--- src/rtl/store_stage_if.sv ---
// Execute->store packet bus: execute drives the packet, store answers with in_ready.
interface store_stage_if #(
  parameter int NUM_LANES = 4,
  parameter int DATA_W    = 64,
  parameter int REG_ID_W  = 5
);
  logic                        in_valid;
  logic                        in_ready;
  logic [2:0]                  in_kind;
  logic [NUM_LANES-1:0]        in_exec_mask;
  logic [DATA_W-1:0]           in_pc;
  logic [REG_ID_W-1:0]         in_reg_id;
  logic [NUM_LANES*DATA_W-1:0] in_vec_a;
  logic [NUM_LANES*DATA_W-1:0] in_vec_b;
  logic [DATA_W-1:0]           in_tgt0;
  logic [DATA_W-1:0]           in_tgt1;
  logic [NUM_LANES-1:0]        in_mask0;
  logic [NUM_LANES-1:0]        in_mask1;
  logic                        in_restore_pc;

  modport master (
    output in_valid, in_kind, in_exec_mask, in_pc, in_reg_id, in_vec_a, in_vec_b,
           in_tgt0, in_tgt1, in_mask0, in_mask1, in_restore_pc,
    input  in_ready
  );

  modport slave (
    input  in_valid, in_kind, in_exec_mask, in_pc, in_reg_id, in_vec_a, in_vec_b,
           in_tgt0, in_tgt1, in_mask0, in_mask1, in_restore_pc,
    output in_ready
  );
endinterface

--- src/rtl/store_stage.sv ---
// Store stage: retires execute packets (writeback, per-lane memory ops, fetch redirects, halt).
// Latency: 1 cycle WB / 1 per redirect / 1 per store lane / 2 per load lane; one packet in flight.
// Backpressure: in_ready only in IDLE; requests held until ready. STORE_STAGE_STATS_EN adds counters.
module store_stage #(
  parameter int NUM_LANES = 4,
  parameter int DATA_W    = 64,
  parameter int REG_ID_W  = 5,
  parameter int REG_PC_ID = 31
) (
  input  logic                        clk,
  input  logic                        reset,
  store_stage_if.slave                ex,
  output logic                        rf_we,
  output logic [REG_ID_W-1:0]         rf_wr_id,
  output logic [NUM_LANES*DATA_W-1:0] rf_wr_data,
  output logic [NUM_LANES-1:0]        rf_wr_mask,
  output logic                        rf_mark_valid,
  output logic                        mem_req_valid,
  input  logic                        mem_req_ready,
  output logic                        mem_req_we,
  output logic [DATA_W-1:0]           mem_req_addr,
  output logic [DATA_W-1:0]           mem_req_wdata,
  input  logic                        mem_rsp_valid,
  input  logic [DATA_W-1:0]           mem_rsp_data,
  output logic                        redir_valid,
  input  logic                        redir_ready,
  output logic [DATA_W-1:0]           redir_pc,
  output logic [NUM_LANES-1:0]        redir_mask,
  output logic                        halted
`ifdef STORE_STAGE_STATS_EN
  ,
  output logic [31:0]                 stat_retired,
  output logic [31:0]                 stat_mem_ops,
  output logic [31:0]                 stat_stall_cycles
`endif
);
  localparam int LW = (NUM_LANES > 1) ? $clog2(NUM_LANES) : 1;
  localparam logic [2:0] K_HALT = 3'd0, K_JMP = 3'd1, K_CJMP = 3'd2;
  localparam logic [2:0] K_LOAD = 3'd3, K_STORE = 3'd4, K_STVAL = 3'd5;

  typedef enum logic [2:0] {S_IDLE, S_MEM_REQ, S_MEM_RSP, S_WB, S_REDIR0, S_REDIR1, S_HALT} state_t;
  state_t state, state_nxt;

  logic [2:0]                  kind_q;
  logic [NUM_LANES-1:0]        mask_q, mask0_q, mask1_q;
  logic [REG_ID_W-1:0]         reg_id_q;
  logic [NUM_LANES*DATA_W-1:0] vec_a_q, vec_b_q;
  logic [DATA_W-1:0]           tgt0_q, tgt1_q;
  logic                        restore_q;
  logic [LW-1:0]               lane_q, lane_first_q;
  logic [DATA_W-1:0]           lane_buf [NUM_LANES];

  logic          accept;
  logic [LW-1:0] in_first, lane_nxt;
  logic          in_any, lane_more;

  assign ex.in_ready = (state == S_IDLE);
  assign accept      = ex.in_valid && ex.in_ready;

  // Descending scan so the lowest qualifying lane wins.
  always_comb begin
    in_first  = '0;
    in_any    = 1'b0;
    lane_nxt  = '0;
    lane_more = 1'b0;
    for (int i = NUM_LANES - 1; i >= 0; i--) begin
      if (ex.in_exec_mask[i]) begin
        in_first = i[LW-1:0];
        in_any   = 1'b1;
      end
      if (mask_q[i] && (i > int'(lane_q))) begin
        lane_nxt  = i[LW-1:0];
        lane_more = 1'b1;
      end
    end
  end

  always_comb begin
    state_nxt = state;
    case (state)
      S_IDLE: begin
        if (accept) begin
          case (ex.in_kind)
            K_HALT:  state_nxt = S_HALT;
            K_JMP:   state_nxt = (ex.in_exec_mask != '0) ? S_REDIR0 : S_IDLE;
            K_CJMP: begin
              if (ex.in_mask0 != '0)      state_nxt = S_REDIR0;
              else if (ex.in_mask1 != '0) state_nxt = S_REDIR1;
              else                        state_nxt = S_IDLE;
            end
            K_LOAD, K_STORE: state_nxt = in_any ? S_MEM_REQ : S_WB;
            K_STVAL: state_nxt = S_WB;
            default: state_nxt = S_IDLE;  // unknown kinds are dropped
          endcase
        end
      end
      S_MEM_REQ: begin
        if (mem_req_ready) begin
          if (kind_q == K_LOAD) state_nxt = S_MEM_RSP;
          else if (!lane_more)  state_nxt = S_IDLE;
        end
      end
      S_MEM_RSP: if (mem_rsp_valid) state_nxt = lane_more ? S_MEM_REQ : S_WB;
      S_WB:      state_nxt = (kind_q == K_LOAD && restore_q && mask_q != '0) ? S_REDIR0 : S_IDLE;
      S_REDIR0:  if (redir_ready) state_nxt = (kind_q == K_CJMP && mask1_q != '0) ? S_REDIR1 : S_IDLE;
      S_REDIR1:  if (redir_ready) state_nxt = S_IDLE;
      S_HALT:    state_nxt = S_HALT;
      default:   state_nxt = S_IDLE;
    endcase
  end

  always_ff @(posedge clk) begin
    if (reset) begin
      state        <= S_IDLE;
      kind_q       <= '0;
      mask_q       <= '0;
      mask0_q      <= '0;
      mask1_q      <= '0;
      reg_id_q     <= '0;
      vec_a_q      <= '0;
      vec_b_q      <= '0;
      tgt0_q       <= '0;
      tgt1_q       <= '0;
      restore_q    <= 1'b0;
      lane_q       <= '0;
      lane_first_q <= '0;
      for (int i = 0; i < NUM_LANES; i++) lane_buf[i] <= '0;
    end else begin
      state <= state_nxt;
      if (accept) begin
        kind_q       <= ex.in_kind;
        mask_q       <= ex.in_exec_mask;
        mask0_q      <= ex.in_mask0;
        mask1_q      <= ex.in_mask1;
        reg_id_q     <= ex.in_reg_id;
        vec_a_q      <= ex.in_vec_a;
        vec_b_q      <= ex.in_vec_b;
        tgt0_q       <= ex.in_tgt0;
        tgt1_q       <= ex.in_tgt1;
        restore_q    <= ex.in_restore_pc;
        lane_q       <= in_first;
        lane_first_q <= in_first;
      end
      if (state == S_MEM_REQ && mem_req_ready && kind_q != K_LOAD && lane_more)
        lane_q <= lane_nxt;
      if (state == S_MEM_RSP && mem_rsp_valid) begin
        lane_buf[lane_q] <= mem_rsp_data;
        if (lane_more) lane_q <= lane_nxt;
      end
    end
  end

  always_comb begin
    rf_we         = (state == S_WB);
    rf_mark_valid = rf_we;
    rf_wr_id      = '0;
    rf_wr_mask    = '0;
    rf_wr_data    = '0;
    if (rf_we) begin
      rf_wr_id   = (kind_q == K_LOAD && restore_q) ? REG_ID_W'(REG_PC_ID) : reg_id_q;
      rf_wr_mask = mask_q;
      for (int i = 0; i < NUM_LANES; i++)
        if (mask_q[i])
          rf_wr_data[i*DATA_W +: DATA_W] = (kind_q == K_LOAD) ? lane_buf[i] : vec_a_q[i*DATA_W +: DATA_W];
    end
  end

  always_comb begin
    mem_req_valid = (state == S_MEM_REQ);
    mem_req_we    = mem_req_valid && (kind_q == K_STORE);
    mem_req_addr  = mem_req_valid ? vec_a_q[int'(lane_q)*DATA_W +: DATA_W] : '0;
    mem_req_wdata = mem_req_we ? vec_b_q[int'(lane_q)*DATA_W +: DATA_W] : '0;
    redir_valid   = (state == S_REDIR0) || (state == S_REDIR1);
    redir_pc      = '0;
    redir_mask    = '0;
    if (state == S_REDIR0) begin
      redir_pc   = (kind_q == K_LOAD) ? lane_buf[lane_first_q] : tgt0_q;
      redir_mask = (kind_q == K_CJMP) ? mask0_q : mask_q;
    end else if (state == S_REDIR1) begin
      redir_pc   = tgt1_q;
      redir_mask = mask1_q;
    end
    halted = (state == S_HALT);
  end

`ifdef STORE_STAGE_STATS_EN
  logic retire_evt;
  assign retire_evt = (state_nxt == S_IDLE) &&
                      ((state != S_IDLE) || (accept && ex.in_kind <= K_STVAL));

  always_ff @(posedge clk) begin
    if (reset) begin
      stat_retired      <= '0;
      stat_mem_ops      <= '0;
      stat_stall_cycles <= '0;
    end else begin
      if (retire_evt) stat_retired <= stat_retired + 32'd1;
      if (mem_req_valid && mem_req_ready) stat_mem_ops <= stat_mem_ops + 32'd1;
      if ((mem_req_valid && !mem_req_ready) || (redir_valid && !redir_ready))
        stat_stall_cycles <= stat_stall_cycles + 32'd1;
    end
  end
`endif
endmodule
--- src/flat_wrapper.sv ---
// flat-port wrapper written by rule: the top's interface ports become plain ports
module store_stage_flat 
#(
  parameter int NUM_LANES = 4,
  parameter int DATA_W    = 64,
  parameter int REG_ID_W  = 5,
  parameter int REG_PC_ID = 31
)
  (clk, reset, rf_we, rf_wr_id, rf_wr_data, rf_wr_mask, rf_mark_valid, mem_req_valid, mem_req_ready, mem_req_we, mem_req_addr, mem_req_wdata, mem_rsp_valid, mem_rsp_data, redir_valid, redir_ready, redir_pc, redir_mask, halted, ex_in_valid, ex_in_kind, ex_in_exec_mask, ex_in_pc, ex_in_reg_id, ex_in_vec_a, ex_in_vec_b, ex_in_tgt0, ex_in_tgt1, ex_in_mask0, ex_in_mask1, ex_in_restore_pc, ex_in_ready);
  store_stage_if #(.NUM_LANES(NUM_LANES), .DATA_W(DATA_W), .REG_ID_W(REG_ID_W)) ex_i ();
  input  logic clk;
  input  logic reset;
  output logic rf_we;
  output logic [REG_ID_W-1:0] rf_wr_id;
  output logic [NUM_LANES*DATA_W-1:0] rf_wr_data;
  output logic [NUM_LANES-1:0] rf_wr_mask;
  output logic rf_mark_valid;
  output logic mem_req_valid;
  input  logic mem_req_ready;
  output logic mem_req_we;
  output logic [DATA_W-1:0] mem_req_addr;
  output logic [DATA_W-1:0] mem_req_wdata;
  input  logic mem_rsp_valid;
  input  logic [DATA_W-1:0] mem_rsp_data;
  output logic redir_valid;
  input  logic redir_ready;
  output logic [DATA_W-1:0] redir_pc;
  output logic [NUM_LANES-1:0] redir_mask;
  output logic halted;
  input wire logic [$bits(ex_i.in_valid)-1:0] ex_in_valid;
  input wire logic [$bits(ex_i.in_kind)-1:0] ex_in_kind;
  input wire logic [$bits(ex_i.in_exec_mask)-1:0] ex_in_exec_mask;
  input wire logic [$bits(ex_i.in_pc)-1:0] ex_in_pc;
  input wire logic [$bits(ex_i.in_reg_id)-1:0] ex_in_reg_id;
  input wire logic [$bits(ex_i.in_vec_a)-1:0] ex_in_vec_a;
  input wire logic [$bits(ex_i.in_vec_b)-1:0] ex_in_vec_b;
  input wire logic [$bits(ex_i.in_tgt0)-1:0] ex_in_tgt0;
  input wire logic [$bits(ex_i.in_tgt1)-1:0] ex_in_tgt1;
  input wire logic [$bits(ex_i.in_mask0)-1:0] ex_in_mask0;
  input wire logic [$bits(ex_i.in_mask1)-1:0] ex_in_mask1;
  input wire logic [$bits(ex_i.in_restore_pc)-1:0] ex_in_restore_pc;
  output wire logic [$bits(ex_i.in_ready)-1:0] ex_in_ready;
  assign ex_i.in_valid = ex_in_valid;
  assign ex_i.in_kind = ex_in_kind;
  assign ex_i.in_exec_mask = ex_in_exec_mask;
  assign ex_i.in_pc = ex_in_pc;
  assign ex_i.in_reg_id = ex_in_reg_id;
  assign ex_i.in_vec_a = ex_in_vec_a;
  assign ex_i.in_vec_b = ex_in_vec_b;
  assign ex_i.in_tgt0 = ex_in_tgt0;
  assign ex_i.in_tgt1 = ex_in_tgt1;
  assign ex_i.in_mask0 = ex_in_mask0;
  assign ex_i.in_mask1 = ex_in_mask1;
  assign ex_i.in_restore_pc = ex_in_restore_pc;
  assign ex_in_ready = ex_i.in_ready;
  store_stage #(.NUM_LANES(NUM_LANES), .DATA_W(DATA_W), .REG_ID_W(REG_ID_W), .REG_PC_ID(REG_PC_ID)) u_core (.clk(clk), .reset(reset), .ex(ex_i), .rf_we(rf_we), .rf_wr_id(rf_wr_id), .rf_wr_data(rf_wr_data), .rf_wr_mask(rf_wr_mask), .rf_mark_valid(rf_mark_valid), .mem_req_valid(mem_req_valid), .mem_req_ready(mem_req_ready), .mem_req_we(mem_req_we), .mem_req_addr(mem_req_addr), .mem_req_wdata(mem_req_wdata), .mem_rsp_valid(mem_rsp_valid), .mem_rsp_data(mem_rsp_data), .redir_valid(redir_valid), .redir_ready(redir_ready), .redir_pc(redir_pc), .redir_mask(redir_mask), .halted(halted));
endmodule
--- config.mk ---
export PLATFORM = sky130hd
export DESIGN_NAME = store_stage_flat
export DESIGN_NICKNAME = d
export VERILOG_FILES = /design/src/rtl/store_stage_if.sv /design/src/rtl/store_stage.sv /design/src/flat_wrapper.sv
export SDC_FILE = /design/constraint.sdc
export NUM_CORES = 2
export LEC_CHECK = 0
export ABC_AREA = 1
export CORE_AREA = 3 3 487 489
export CTS_BUF_LIST = sky130_fd_sc_hd__clkbuf_8
export CTS_CLUSTER_DIAMETER = 100
export CTS_CLUSTER_SIZE = 30
export DETAILED_ROUTE_END_ITERATION = 8
export DIE_AREA = 0 0 490 492
export HOLD_SLACK_MARGIN = 0.08
export PLACE_DENSITY_LB_ADDON = 0.1
export SLEW_MARGIN = 30
export SYNTH_ARGS = -nofsm -noshare
export SYNTH_HDL_FRONTEND = slang
export SYNTH_SLANG_ARGS = --single-unit
--- constraint.sdc ---
create_clock -name clk -period 13.7 [get_ports clk]
set_input_delay 4.11 -clock clk [delete_from_list [all_inputs] [get_ports clk]]
set_output_delay 4.11 -clock clk [all_outputs]
set_load 0.1 [all_outputs]
==> results.sh <==
export IMPL_num_vias=43100
export IMPL_cts_tree="built"
export IMPL_syn_avg_cell_area_um2=7.78
export IMPL_p_sw_share_pct=41.6
export IMPL_synth_top_cell_by_area="dfxtp_1"
export IMPL_cts_max_level=3
export IMPL_clockRootBuffer="clkbuf_8"
export IMPL_startpoint_type="flip-flop"
export IMPL_worstPathCellList="nand3_4 > inv_4 > buf_4 > o221ai_1 > nand2_1 > o21ai_0 > clkdlybuf4s50_1"
export IMPL_coreArea_um2=233000
export IMPL_numCtsBuffers=67
export IMPL_vdd_drop_max_v=0.0000839
export IMPL_min_to="u_core.tgt1_q[26]"
export IMPL_fmax_ghz=0.104
export IMPL_pwr_share_seq_pct=45.2
export IMPL_rr_worst_depth=8
export IMPL_worstPathRequired_ns=9.59
export IMPL_syn_nets=6258
export IMPL_grt_pass1_wl_um=351000
export IMPL_yosys_area_share_xor_xnor_pct=0
export IMPL_fill_cells=25900
export IMPL_drc_errors=0
export IMPL_finalSetupViolations=0
export IMPL_power_per_cell_area_nw_per_um2=135
export IMPL_netlist_instances=5463
export IMPL_relSlewSlack_pct=29.3
export IMPL_routed_wirelength_um=256000
export IMPL_rr_endpoint="u_core.lane_buf[0][2]"
export IMPL_placementRows=177
export IMPL_ys_warn_count=0
export IMPL_worstHoldPathType="reg -> reg"
export IMPL_worst_setup_path_end_kind="output port"
export IMPL_grt_max_degree=198
export IMPL_worst_slack_ns=4.07
export IMPL_slew_viol_final=0
export IMPL_routabilityCongestion=0.828
export IMPL_globalRouteTotalUtil_pct=20.3
export IMPL_dp_hpwl_um=181000
export IMPL_multiInputGateArea_um2=17000
export IMPL_cap_violations=0
export IMPL_hold_path_startpoint="u_core.tgt1_q[26]"
export IMPL_wl_per_cell_um=26.8
export IMPL_seq_area_um2=21100
export IMPL_hold_buffers=0
export IMPL_min_period_over_period_pct=70.3
export IMPL_synth_seq_area_share_pct=49.6
export IMPL_r2r_slack_ns=9.71
export IMPL_viasPerCell=4.52
export IMPL_grt_pass1_vias=43000
export IMPL_critPathMaxFanout=43
export IMPL_rsz0062_at_grt="no"
export IMPL_slowest_delay_ns=1.07
export IMPL_power_switching_mw=3.24
export IMPL_place_area_um2=56200
export IMPL_cts_resized=0
export IMPL_yosys_area_share_simple_pct=8.74
export IMPL_path_buf_inv=3
export IMPL_synth_area_top_cells="dfxtp_1 (32%), edfxtp_1 (18%), a21oi_1 (12%)"
export IMPL_firstDrtPassIters=5
export IMPL_path_class="reg -> out"
export IMPL_yosysUniqueCellTypes=31
export IMPL_yosys_area_top_type_share_pct=31.6
export IMPL_clockPowerShare_pct=23.5
export IMPL_finalCriticalPeriod_ns=9.63
export IMPL_finalHoldViolations=0
export IMPL_gr_total_overflow=0
export IMPL_combPwrFrac_pct=31.3
export IMPL_p_leak_nw=20.6
export IMPL_holdPathStages=2
export IMPL_r2r_start="u_core.state[0]"
export IMPL_area_delta_synth_final_pct=36.0
export IMPL_cts_sinks=926
export IMPL_die_w_um=490
export IMPL_slowest_stage="clkdlybuf4s50_1"
export IMPL_synth_fa_ha_area_share_pct=0
export IMPL_crit_family="buffers and inverters"
export IMPL_synth_area_mux_share_pct=0
export IMPL_postCtsSetupBuffers=0
export IMPL_dp_slack_ns=4.91
export IMPL_antenna_found_initial=95
export IMPL_ios=1263
export IMPL_internal_power_mw=4.54
export IMPL_layout_common_cells="a21oi_1 (1048), o21ai_0 (993), clkdlybuf4s50_1 (990)"
export IMPL_drive_gt1_share_pct=6.97
export IMPL_synth_compound_area_share_pct=31.0
export IMPL_ant_nets=0
export IMPL_final_common_cell="a21oi_1"
export IMPL_clockBufferDepth=3
export IMPL_worst_pin_slew_ns=1.06
export IMPL_start_util_pct=18.3
export IMPL_syn_area_um2=42500
export IMPL_critical_path_arrival_ns=5.52
export IMPL_outcome="complete, no violations"
export IMPL_synth_seq_cells=926
export IMPL_skew_ns=0.0768
export IMPL_detail_route_iter0_violations=2910
export IMPL_clk_pin_slew_worst_paths_ns=0.14
export IMPL_final_area_um2=57800
export IMPL_port_buffers=1198
export IMPL_clk_latency_ns=0.92
export IMPL_die_h_um=492
export IMPL_crit_path_start="u_core.kind_q[0]"
export IMPL_dieArea_um2=241000
export IMPL_fin_nets=7122
export IMPL_setup_tns_ns=0
export IMPL_synth_top_family_by_area="compound AO/OA/AOI/OAI gates"
cells in the mapped netlist, drive strengths merged:
cell,count
inv,595
edfxtp,256
nand2,155
and2,2
dfxtp,670
nand3,13
nor2,785
clkbuf,275
o221ai,64
nand3b,2
o21bai,63
a21oi,1048
clkinv,1
nand4,3
a31oi,7
buf,209
nor3,3
o22ai,4
o21ai,1187
a22oi,121
flip-flops by register name, summed over array words and instances (netlist names), named ones only:
signal               cells
u_core.kind_q            3
u_core.lane_buf        256
u_core.lane_first_q      2
u_core.lane_q            2
u_core.mask0_q           4
u_core.mask1_q           4
u_core.mask_q            4
u_core.reg_id_q          5
u_core.restore_q         1
u_core.state             3
u_core.tgt0_q           64
u_core.tgt1_q           64
u_core.vec_a_q         256
u_core.vec_b_q         256
power by group through the flow:
| stage | Combinational [mW] | Sequential [mW] | Clock [mW] |
|---|---|---|---|
| 5_1_grt | 2.68 | 3.56 | 2.01 |
| 4_1_cts | 2.48 | 3.51 | 1.94 |
| 6_report | 2.43 | 3.51 | 1.83 |
| 2_1_floorplan | 1.60 | 3.49 | 0 |
| 3_3_place_gp | 2.47 | 3.57 | 0 |
| 3_5_place_dp | 2.47 | 3.57 | 0 |
area by class of cell:
class / count / area share [%]
antenna: 34 / 0.147
clock buffer: 70 / 1.67
clock inverter: 54 / 1.12
inverter: 596 / 3.96
multi-input combinational: 3457 / 29.4
sequential: 926 / 36.5
tap: 3132 / 6.78
timing repair buffer: 1279 / 20.4
worst max-delay path by stage:
stage / cells after the start / slack [ns] / to
final: 7 / 4.07 / redir_pc[32]
after global placement: 7 / 4.93 / redir_pc[32]
after global routing: 7 / 3.79 / redir_pc[32]
after floorplan: 4 / 4.22 / u_core.lane_buf[1][0]
after detailed placement: 7 / 4.91 / redir_pc[32]
after CTS: 7 / 3.87 / redir_pc[32]
kinds of logic (layout without fill, tap and decap cells):
kind of cell,after synthesis,after routing
AOI/OAI and AO/OA,2494,2494
buffers and inverters,1080,1999
DFF,926,926
other,0,34
and+or+nand+nor,963,963
tightest hold or removal path: stages (launching register included):
cell and delay, ns:
dfxtp_1 0.33, inv_1 0.05, a21oi_1 0.05
stage by stage:
step                cells  hold WS (ns)  util (%)  power [mW]
detailed placement   9389         0.439      24.2        6.04
finish               9548         0.456      24.8        7.78
global route         9530         0.471      24.8        8.25
CTS                  9513         0.460      24.9        7.93
global placement     9384         0.434      24.4        6.04
floorplan            5463         0.425         -        5.09
per-layer routing:
| layer | part of all wire [%] | vias up | wire length [um] | global-route usage (%) |
|---|---|---|---|---|
| li1 | - | 20300 | - | - |
| met1 | 43 | 21100 | 109000 | 25.2 |
| met2 | 48 | 1415 | 122000 | 34.2 |
| met3 | 7.2 | 282 | 18500 | 6.12 |
| met4 | 2.2 | 82 | 5670 | 4.59 |
| met5 | 0.23 | - | 576 | 0 |
No activity file was read; power rests on OpenSTA's default activity.
